File: config.mk
export PLATFORM = sky130hd
export DESIGN_NAME = sys_bus_decoder
export DESIGN_NICKNAME = d
export VERILOG_FILES = /design/src/rtl/sys_bus_pkg.sv /design/src/rtl/sys_bus_watchdog.sv /design/src/rtl/sys_bus_decoder.sv
export SDC_FILE = /design/constraint.sdc
export NUM_CORES = 1
export LEC_CHECK = 0
export BUFFER_PORTS_ARGS = -buffer_cell sky130_fd_sc_hd__buf_2
export CAP_MARGIN = 20
export CORE_AREA = 2 2 183 185
export DETAILED_ROUTE_END_ITERATION = 7
export DIE_AREA = 0 0 185 187
export GPL_TIMING_DRIVEN = 1
export PLACE_DENSITY_LB_ADDON = 0.3
export SYNTH_ARGS = -nofsm -noshare
export SYNTH_HDL_FRONTEND = slang
export SYNTH_SLANG_ARGS = --single-unit
File: constraint.sdc
create_clock -name sys_clk_i -period 4.45 [get_ports sys_clk_i]
set_clock_uncertainty 0.1 [all_clocks]
set_input_delay 0.89 -clock sys_clk_i [delete_from_list [all_inputs] [get_ports sys_clk_i]]
set_output_delay 0.89 -clock sys_clk_i [all_outputs]
set_load 0.02 [all_outputs]
File: src/rtl/sys_bus_pkg.sv
`default_nettype none
// ============================================================================
// Module      : sys_bus_pkg
// Description : Shared types and constants for the system-bus decoder.
//               FSM state encoding, default region-field position,
//               error codes and an address-to-region helper.
// Ports       : none (package)
// Revision    : 1.0 - initial release
// ============================================================================
package sys_bus_pkg;

  typedef enum logic [1:0] {
    IDLE = 2'd0,
    REQ  = 2'd1,
    WAIT = 2'd2
  } state_t;

  localparam int c_SEL_LSB = 20;
  localparam int c_SEL_W   = 3;

  // Error flag values reported with sys_ack_o for the two decoder-generated errors
  localparam logic c_ERR_UNMAPPED = 1'b1;
  localparam logic c_ERR_TIMEOUT  = 1'b1;

  // Region field of an address, using the default field position
  function automatic logic [c_SEL_W-1:0] region_of(input logic [31:0] addr);
    return addr[c_SEL_LSB +: c_SEL_W];
  endfunction

endpackage
`default_nettype wire

File: src/rtl/sys_bus_watchdog.sv
`default_nettype none
// ============================================================================
// Module      : sys_bus_watchdog
// Description : Saturating cycle counter with load/clear/increment controls
//               and a timeout flag raised once the count reaches MAX_CYC.
// Ports       : clk       - clock
//               rst       - synchronous active-high reset
//               i_load    - load the counter with 1
//               i_clr     - clear the counter to 0
//               i_inc     - increment (saturates, never wraps)
//               o_timeout - count >= MAX_CYC
// Revision    : 1.0 - initial release
// ============================================================================
module sys_bus_watchdog #(
  parameter int MAX_CYC = 24
) (
  input  logic clk,
  input  logic rst,
  input  logic i_load,
  input  logic i_clr,
  input  logic i_inc,
  output logic o_timeout
);

  localparam int c_CW = $clog2(MAX_CYC + 1);

  logic [c_CW-1:0] r_count;

  always_ff @(posedge clk) begin
    if (rst || i_clr) begin
      r_count <= '0;
    end else if (i_load) begin
      r_count <= c_CW'(1);
    end else if (i_inc && (r_count != {c_CW{1'b1}})) begin
      r_count <= r_count + 1'b1;
    end
  end

  assign o_timeout = (r_count >= c_CW'(MAX_CYC));

endmodule
`default_nettype wire

File: src/rtl/sys_bus_decoder.sv
`default_nettype none
// ============================================================================
// Module      : sys_bus_decoder
// Description : Decodes the region field of a single-outstanding sys_* request
//               and forwards it to one of NS slaves. Returns one registered
//               ack with read data and error. Unmapped regions and slaves
//               that do not answer within TO_CYC cycles get an error ack.
// Ports       : sys_clk_i / sys_rst_i        - clock, sync active-high reset
//               sys_addr_i/wdata_i/sel_i      - request address, data, byte sel
//               sys_wen_i / sys_ren_i         - write / read request pulses
//               sys_rdata_o/err_o/ack_o       - completion (one-cycle ack)
//               sub_addr_o/wdata_o/sel_o      - latched request, shared by slaves
//               sub_wen_o / sub_ren_o         - one-hot per-slave pulses
//               sub_rdata_i/err_i/ack_i       - per-slave responses
//               overrun_o                     - sticky: request seen while busy
// Revision    : 1.0 - initial release
// ============================================================================
module sys_bus_decoder
  import sys_bus_pkg::*;
#(
  parameter int                       DW      = 32,
  parameter int                       AW      = 32,
  parameter int                       NS      = 8,
  parameter int                       SEL_LSB = 20,
  parameter int                       SEL_W   = 3,
  parameter logic [(1<<SEL_W)-1:0]    EN_MASK = 8'hFF,
  parameter int                       TO_CYC  = 24
) (
  input  logic               sys_clk_i,
  input  logic               sys_rst_i,
  input  logic [AW-1:0]      sys_addr_i,
  input  logic [DW-1:0]      sys_wdata_i,
  input  logic [DW/8-1:0]    sys_sel_i,
  input  logic               sys_wen_i,
  input  logic               sys_ren_i,
  output logic [DW-1:0]      sys_rdata_o,
  output logic               sys_err_o,
  output logic               sys_ack_o,
  output logic [AW-1:0]      sub_addr_o,
  output logic [DW-1:0]      sub_wdata_o,
  output logic [DW/8-1:0]    sub_sel_o,
  output logic [NS-1:0]      sub_wen_o,
  output logic [NS-1:0]      sub_ren_o,
  input  logic [NS*DW-1:0]   sub_rdata_i,
  input  logic [NS-1:0]      sub_err_i,
  input  logic [NS-1:0]      sub_ack_i,
  output logic               overrun_o
);

  localparam int c_NREG = 1 << SEL_W;

  // --------------------------------------------------------------------------
  // Registers
  // --------------------------------------------------------------------------
  state_t              r_state;
  logic [AW-1:0]       r_addr;
  logic [DW-1:0]       r_wdata;
  logic [DW/8-1:0]     r_sel;
  logic [SEL_W-1:0]    r_region;
  logic                r_is_wr;
  logic [NS-1:0]       r_sub_wen;
  logic [NS-1:0]       r_sub_ren;
  logic                r_ack;
  logic                r_err;
  logic [DW-1:0]       r_rdata;
  logic                r_overrun;

  // --------------------------------------------------------------------------
  // Request decode
  // --------------------------------------------------------------------------
  logic [SEL_W-1:0]    w_region;
  logic                w_req;
  logic                w_mapped;
  logic [c_NREG-1:0]   w_map;
  logic [NS-1:0]       w_req_oh;
  logic [NS-1:0]       w_cur_oh;

  assign w_region = sys_addr_i[SEL_LSB +: SEL_W];
  assign w_req    = sys_wen_i | sys_ren_i;

  // Constant table: region r is usable only if it has a slave and is enabled
  for (genvar g = 0; g < c_NREG; g++) begin : g_map
    if (g < NS) begin : g_real
      assign w_map[g] = EN_MASK[g];
    end else begin : g_none
      assign w_map[g] = 1'b0;
    end
  end

  assign w_mapped = w_map[w_region];

  // One-hot of the incoming region and of the latched (active) region
  for (genvar g = 0; g < NS; g++) begin : g_onehot
    assign w_req_oh[g] = (w_region == SEL_W'(g));
    assign w_cur_oh[g] = (r_region == SEL_W'(g));
  end

  // --------------------------------------------------------------------------
  // Response mux: only the active slave is looked at, so acks from the
  // others are ignored without any extra state.
  // --------------------------------------------------------------------------
  logic              w_sel_ack;
  logic              w_sel_err;
  logic [DW-1:0]     w_sel_rdata;
  logic [DW-1:0]     w_rd_term [NS];

  assign w_sel_ack = |(sub_ack_i & w_cur_oh);
  assign w_sel_err = |(sub_err_i & sub_ack_i & w_cur_oh);

  for (genvar g = 0; g < NS; g++) begin : g_rdmux
    assign w_rd_term[g] = w_cur_oh[g] ? sub_rdata_i[g*DW +: DW] : '0;
  end

  always_comb begin
    w_sel_rdata = '0;
    for (int s = 0; s < NS; s++) begin
      w_sel_rdata = w_sel_rdata | w_rd_term[s];
    end
  end

  // --------------------------------------------------------------------------
  // Watchdog: loaded in REQ, counts in WAIT, cleared whenever idle
  // --------------------------------------------------------------------------
  logic w_wd_load;
  logic w_wd_clr;
  logic w_wd_inc;
  logic w_wd_timeout;

  assign w_wd_load = (r_state == REQ);
  assign w_wd_clr  = (r_state == IDLE);
  assign w_wd_inc  = (r_state == WAIT) && !w_wd_timeout;

  sys_bus_watchdog #(
    .MAX_CYC (TO_CYC)
  ) u_watchdog (
    .clk       (sys_clk_i),
    .rst       (sys_rst_i),
    .i_load    (w_wd_load),
    .i_clr     (w_wd_clr),
    .i_inc     (w_wd_inc),
    .o_timeout (w_wd_timeout)
  );

  // --------------------------------------------------------------------------
  // FSM with registered outputs
  // --------------------------------------------------------------------------
  always_ff @(posedge sys_clk_i) begin
    if (sys_rst_i) begin
      r_state   <= IDLE;
      r_addr    <= '0;
      r_wdata   <= '0;
      r_sel     <= '0;
      r_region  <= '0;
      r_is_wr   <= 1'b0;
      r_sub_wen <= '0;
      r_sub_ren <= '0;
      r_ack     <= 1'b0;
      r_err     <= 1'b0;
      r_rdata   <= '0;
      r_overrun <= 1'b0;
    end else begin
      // Pulses default low; each is raised for exactly one cycle below
      r_sub_wen <= '0;
      r_sub_ren <= '0;
      r_ack     <= 1'b0;
      r_err     <= 1'b0;
      r_rdata   <= '0;

      case (r_state)
        IDLE: begin
          if (w_req) begin
            r_addr   <= sys_addr_i;
            r_wdata  <= sys_wdata_i;
            r_sel    <= sys_sel_i;
            r_region <= w_region;
            // Write wins over a simultaneous read
            r_is_wr  <= sys_wen_i;
            if (w_mapped) begin
              r_state <= REQ;
              if (sys_wen_i) begin
                r_sub_wen <= w_req_oh;
              end else begin
                r_sub_ren <= w_req_oh;
              end
            end else begin
              r_ack <= 1'b1;
              r_err <= c_ERR_UNMAPPED;
            end
          end
        end

        REQ, WAIT: begin
          // Single outstanding: anything arriving now is dropped
          if (w_req) begin
            r_overrun <= 1'b1;
          end
          if (w_sel_ack) begin
            r_ack   <= 1'b1;
            r_err   <= w_sel_err;
            r_rdata <= r_is_wr ? '0 : w_sel_rdata;
            r_state <= IDLE;
          end else if ((r_state == WAIT) && w_wd_timeout) begin
            r_ack   <= 1'b1;
            r_err   <= c_ERR_TIMEOUT;
            r_state <= IDLE;
          end else begin
            r_state <= WAIT;
          end
        end

        default: begin
          r_state <= IDLE;
        end
      endcase
    end
  end

  // --------------------------------------------------------------------------
  // Outputs
  // --------------------------------------------------------------------------
  assign sys_rdata_o = r_rdata;
  assign sys_err_o   = r_err;
  assign sys_ack_o   = r_ack;
  assign sub_addr_o  = r_addr;
  assign sub_wdata_o = r_wdata;
  assign sub_sel_o   = r_sel;
  assign sub_wen_o   = r_sub_wen;
  assign sub_ren_o   = r_sub_ren;
  assign overrun_o   = r_overrun;

endmodule
`default_nettype wire
Yosys cells after proc, flatten, opt, wreduce, memory -nomap -nowiden
Memories as Yosys holds them, arrays and structs flattened.
Cells that the tools add are included.
Cells by class
  $mul: 0
  mux-type cells: 23
  bitwise logic cells: 17
  shift operators: 0
  divide/modulo/power cells: 0
  eq/ne operators: 19
  add/subtract/negate cells: 1
  magnitude comparators: 2
  reduce and logical (&&, ||, !) cells: 19
Operators with widths (number)
  2-to-1 mux 32 bit: 8
  bitwise OR 32 bit: 7
  AND 8 bit: 3
  == test 3 bit, second input constant: 8
  OR reduction 8 bit: 2
  == test 3 x 2 -> 1 bit, second input constant: 4
  OR reduction 5 bit: 2
  2-to-1 mux 1 bit: 8
  2-to-1 mux 2 bit: 4
  == test 3 x 1 -> 1 bit, second input constant: 2
  logical NOT 3 bit: 2
  NOT 1 bit: 6
  AND reduction 2 bit: 3
  adder 5 x 1 -> 5 bit, second input constant: 1
  greater-or-equal comparator 5 bit, second input constant: 1
  != test 5 bit, second input constant: 1
  < comparator 3 x 4 -> 1 bit, second input constant: 1
  != test 2 bit, second input constant: 2
  one-hot mux 1 bit (2 select lines): 2
  one-hot mux 2 bit (2 select lines): 1
  OR reduction 2 bit: 2
  OR reduction 4 bit: 1
  logical AND 1 bit: 3
  == test 2 x 1 -> 1 bit, second input constant: 1
  other kinds (6): 6
Storage, ports and cells
  input port bits: 344
  memory bits (read-only): 8
  logic and storage cells: 96
  bits in latches: 0
  memory bits (writable): 0
  memories: 1
  register bits: 130
Memory list
  (name not given): depth 8, bits a word 1, rd ports 1, clocked after Yosys merged registers in 0, wr ports 0, line sys_bus_decoder.sv:90  | assign w_mapped = w_map[w_region];

Longest topological paths before layout
  depth after elaboration: 9
  gate-level depth with buffers: 9
  mapped depth without buffers: 7

Modules after synthesis
From an unflattened synthesis, not the netlist that was laid out.
Unflattened totals
  cell total of the unflattened synthesis: 651
  area, all modules: 5636.7 µm²
By module, submodules not included
  sys_bus_decoder: area an instance 5363.9 µm², times used 1, seq. area each 2442.3 µm², cells an instance 620
  sys_bus_watchdog: area an instance 272.8 µm², times used 1, seq. area each 100.1 µm², cells an instance 31

Least setup slack after synthesis
OpenSTA, ideal clock, no wires.
  kind: input-to-reg
  start: in sub_rdata_i[42]
  end: reg r_rdata[10], in the netlist sys_rdata_o[10]
  path buffers: 0
  cell stages on the path: 4
  required time: 4.226 ns
  data arrival time: 1.780 ns
  setup slack: 2.446 ns
  setup time: 0.124 ns
  path through: mux2_4 -> a221o_1 -> a222oi_1 -> nor2_1
Between the ends
  longest elaborated chain between the ends: 8
RTL lines
  start: declaration: line sys_bus_decoder.sv:44  | input logic [NS*DW-1:0] sub_rdata_i,
  2-to-1 mux 32 bit: line sys_bus_decoder.sv:111  | assign w_rd_term[g] = w_cur_oh[g] ? sub_rdata_i[g*DW +: DW] : '0;
  bitwise OR 32 bit (7 in series): line sys_bus_decoder.sv:117  | w_sel_rdata = w_sel_rdata | w_rd_term[s];
  end signal: assignment: line sys_bus_decoder.sv:200  | r_rdata <= r_is_wr ? '0 : w_sel_rdata;
  end: declaration: line sys_bus_decoder.sv:65  | logic [DW-1:0] r_rdata;
Every way passes these cells.
A chain may end at the register's enable or synchronous reset.

==> flow_metrics.env <==
export IMPL_status="completed"
export IMPL_coreArea_sq_um=32900
export IMPL_r2r_start="sub_addr_o[22]"
export IMPL_clkTransAtPathRegs_ps=60
export IMPL_critPathLaunch="sub_addr_o[22]"
export IMPL_cp_arrival_ps=2850
export IMPL_grt_pass1_wl_um=44800
export IMPL_max_clock_freq_ghz=0.382
export IMPL_cts_inserted_buffers=17
export IMPL_antenna_left=0
export IMPL_die_area_sq_um=34600
export IMPL_routed_wl_um=32100
export IMPL_synth_area_per_cell_sq_um=8.89
export IMPL_vias_per_cell=4.53
export IMPL_hpwl_um=25300
export IMPL_synth_most_common_cell="nand2_1"
export IMPL_synth_edf_count=0
export IMPL_drt_wirelength_per_cell_um=20.5
export IMPL_hold_path_class="flip-flop to flip-flop"
export IMPL_crit_chain="buf_4 > and3_1 > buf_4 > a22oi_1 > a41oi_2"
export IMPL_async_flop_share_pct=0
export IMPL_yosysTopAreaCell="dfxtp_1"
export IMPL_synth_ff_type="dfxtp_1"
export IMPL_grt_pass1_vias=7121
export IMPL_rows=67
export IMPL_syn_cell_area_sq_um=5950
export IMPL_r2r_worst_path_cells=5
export IMPL_synth_seq_area_share_pct=42.8
export IMPL_gp_congestion=0.876
export IMPL_drive_gt1_share_pct=48.8
export IMPL_ys_types=50
export IMPL_crit_path_start_kind="flip-flop"
export IMPL_h_tree_depth=4
export IMPL_fin_crit_sh_pct=58.8
export IMPL_crit_fanout=21
export IMPL_crit_family="buffers and inverters"
export IMPL_critical_path_class="flip-flop to flip-flop"
export IMPL_cp_required_ps=4680
export IMPL_path_common_cell="buf_4"
export IMPL_ir_worst_vdd_uv=251
export IMPL_first_pass_iters=5
export IMPL_cp_slowest_cell="dfxtp_2"
export IMPL_area_growth_pct=54.2
export IMPL_netlist_top_cells_area="dfxtp_1 (43%), a22oi_1 (15%), nand2_1 (9.2%), a41oi_2 (6.8%), a21oi_1 (6.4%)"
export IMPL_ys_ff_latch=127
export IMPL_final_nets=1453
export IMPL_gr_usage_all_layers_pct=17.9
export IMPL_post_cts_buffers=0
export IMPL_holdBufCountCts=0
export IMPL_cpPeakStageDelay_ps=650
export IMPL_clock_sinks=127
export IMPL_routed_via_count=7108
export IMPL_rrSetupSlack_ps=1830
export IMPL_setup_viol=0
export IMPL_cts_max_path_buffers=2
export IMPL_reg2reg_to="sys_rdata_o[19]"
export IMPL_maxCapViolCount=0
export IMPL_cts_root_buffer="clkbuf_16"
export IMPL_antenna_found_initial=18
export IMPL_path_buf_inv=2
export IMPL_syn_nets=1019
export IMPL_critPathCaptureType="flip-flop"
export IMPL_drc=0
export IMPL_critPathCapture="sys_rdata_o[19]"
export IMPL_grt_max_degree=74
export IMPL_initial_core_util_pct=18.1
export IMPL_clk_latency_ps=430
export IMPL_max_slew_worst_pin_slew_ps=1030
export IMPL_rsz0062_at_grt="no"
export IMPL_power_density_nw_per_um2=371
export IMPL_finalSetupTns_ps=0
export IMPL_finalPower_mw=3.40
export IMPL_ios=463
export IMPL_drtIter0Drc=339
export IMPL_die_h_um=187
export IMPL_yosys_warnings=0
export IMPL_tritoncts="done"
export IMPL_max_slew_margin_pct=31.1
export IMPL_overflow=0
export IMPL_yosysTopAreaCellShare_pct=42.8
export IMPL_cts_resized=0
export IMPL_fin_crit_ps=2620
export IMPL_p_leak_nw=4.11
export IMPL_die_w_um=185
export IMPL_slew_viol_final=0
export IMPL_synth_cells=669
export IMPL_io_buffers=462
export IMPL_path_depth=5
export IMPL_yosys_top_cells_count="nand2_1 (145), dfxtp_1 (127), a22oi_1 (116)"
export IMPL_finalHoldViolations=0
[cell families (layout without fill, tap and decap cells)]
family | after synthesis | after routing | synth area share, %
multiplexers | 14 | 14 | 2.50
AND/OR/NAND/NOR | 214 | 214 | 15.7
AO/OA/AOI/OAI | 243 | 243 | 31.4
other | 0 | 6 | 0
flip-flops | 127 | 127 | 42.8
adder cells (fa/ha/maj) | 6 | 6 | 1.26
buffers and inverters | 62 | 507 | 5.85
XOR/XNOR | 3 | 3 | 0.442
[through the flow]
step	hold WS (ps)	cells	area [sq um]	setup WS, ps	utilization [%]
floorplan	349	669	5950	2450	-
global placement	339	1532	8610	1840	26.2
detailed placement	344	1532	8610	1790	26.2
CTS	352	1562	9150	1820	27.8
global route	368	1565	9160	1670	27.9
finish	350	1568	9170	1830	27.9
[per-layer routing]
metal	global-route usage, %	wire length, um
met5	0	104
met4	6.81	803
met3	6.72	3000
met2	30.6	15600
met1	20.0	12500
[cells in the final DEF (no fill, tap or decap), types with 7 or more instances in the layout]
cell type / count
a21oi_1: 76
a22oi_1: 116
a41oi_2: 25
buf_2: 462
buf_4: 12
clkbuf_16: 17
dfxtp_1: 126
mux2i_1: 10
nand2_1: 145
nand3_1: 12
nor2_1: 23
o21ai_0: 7
[how the worst min path moves through the flow]
stage                                  to  cells past startpoint  slack [ps]                  start
CTS                        sub_addr_o[18]                      2         350         sub_addr_o[18]
floorplan           u_watchdog.r_count[1]                      2         350  u_watchdog.r_count[1]
detailed placement         sub_addr_o[18]                      2         340         sub_addr_o[18]
global placement           sub_addr_o[28]                      2         340         sub_addr_o[28]
global route              sub_wdata_o[23]                      2         370        sub_wdata_o[23]
finish                     sub_addr_o[18]                      2         350         sub_addr_o[18]
[area by class of cell]
class / count / area, sq um
diodes: 6 / 15.0
inverters: 3 / 11.3
fillers: 3645 / 23700
clock inverters: 11 / 93.8
repair buffers: 474 / 2400
multi-input cells: 480 / 3100
well taps: 448 / 561
clock buffers: 19 / 443
flip-flops and latches: 127 / 2540
[worst min-delay path, delay by kind of cell, from the launching register on]
family,cells,cell delay (ps)
AO/OA/AOI/OAI,1,50
flip-flops,1,300
AND/OR/NAND/NOR,1,50
[registers in the layout (all words and copies together), names as in the netlist]
register and cells:
overrun_o 1, r_is_wr 1, r_state 2, sub_addr_o 32, sub_ren_o 8, sub_sel_o 4
sub_wdata_o 32, sub_wen_o 8, sys_ack_o 1, sys_err_o 1, sys_rdata_o 32, u_watchdog.r_count 5
[where the power goes]
| group | internal [mW] | switching [mW] |
|---|---|---|
| Combinational | 0.312 | 0.508 |
| Clock | 0.771 | 0.538 |
| Sequential | 1.22 | 0.0465 |
| Total | 2.30 | 1.09 |
No activity file was read; power rests on OpenSTA's default activity.
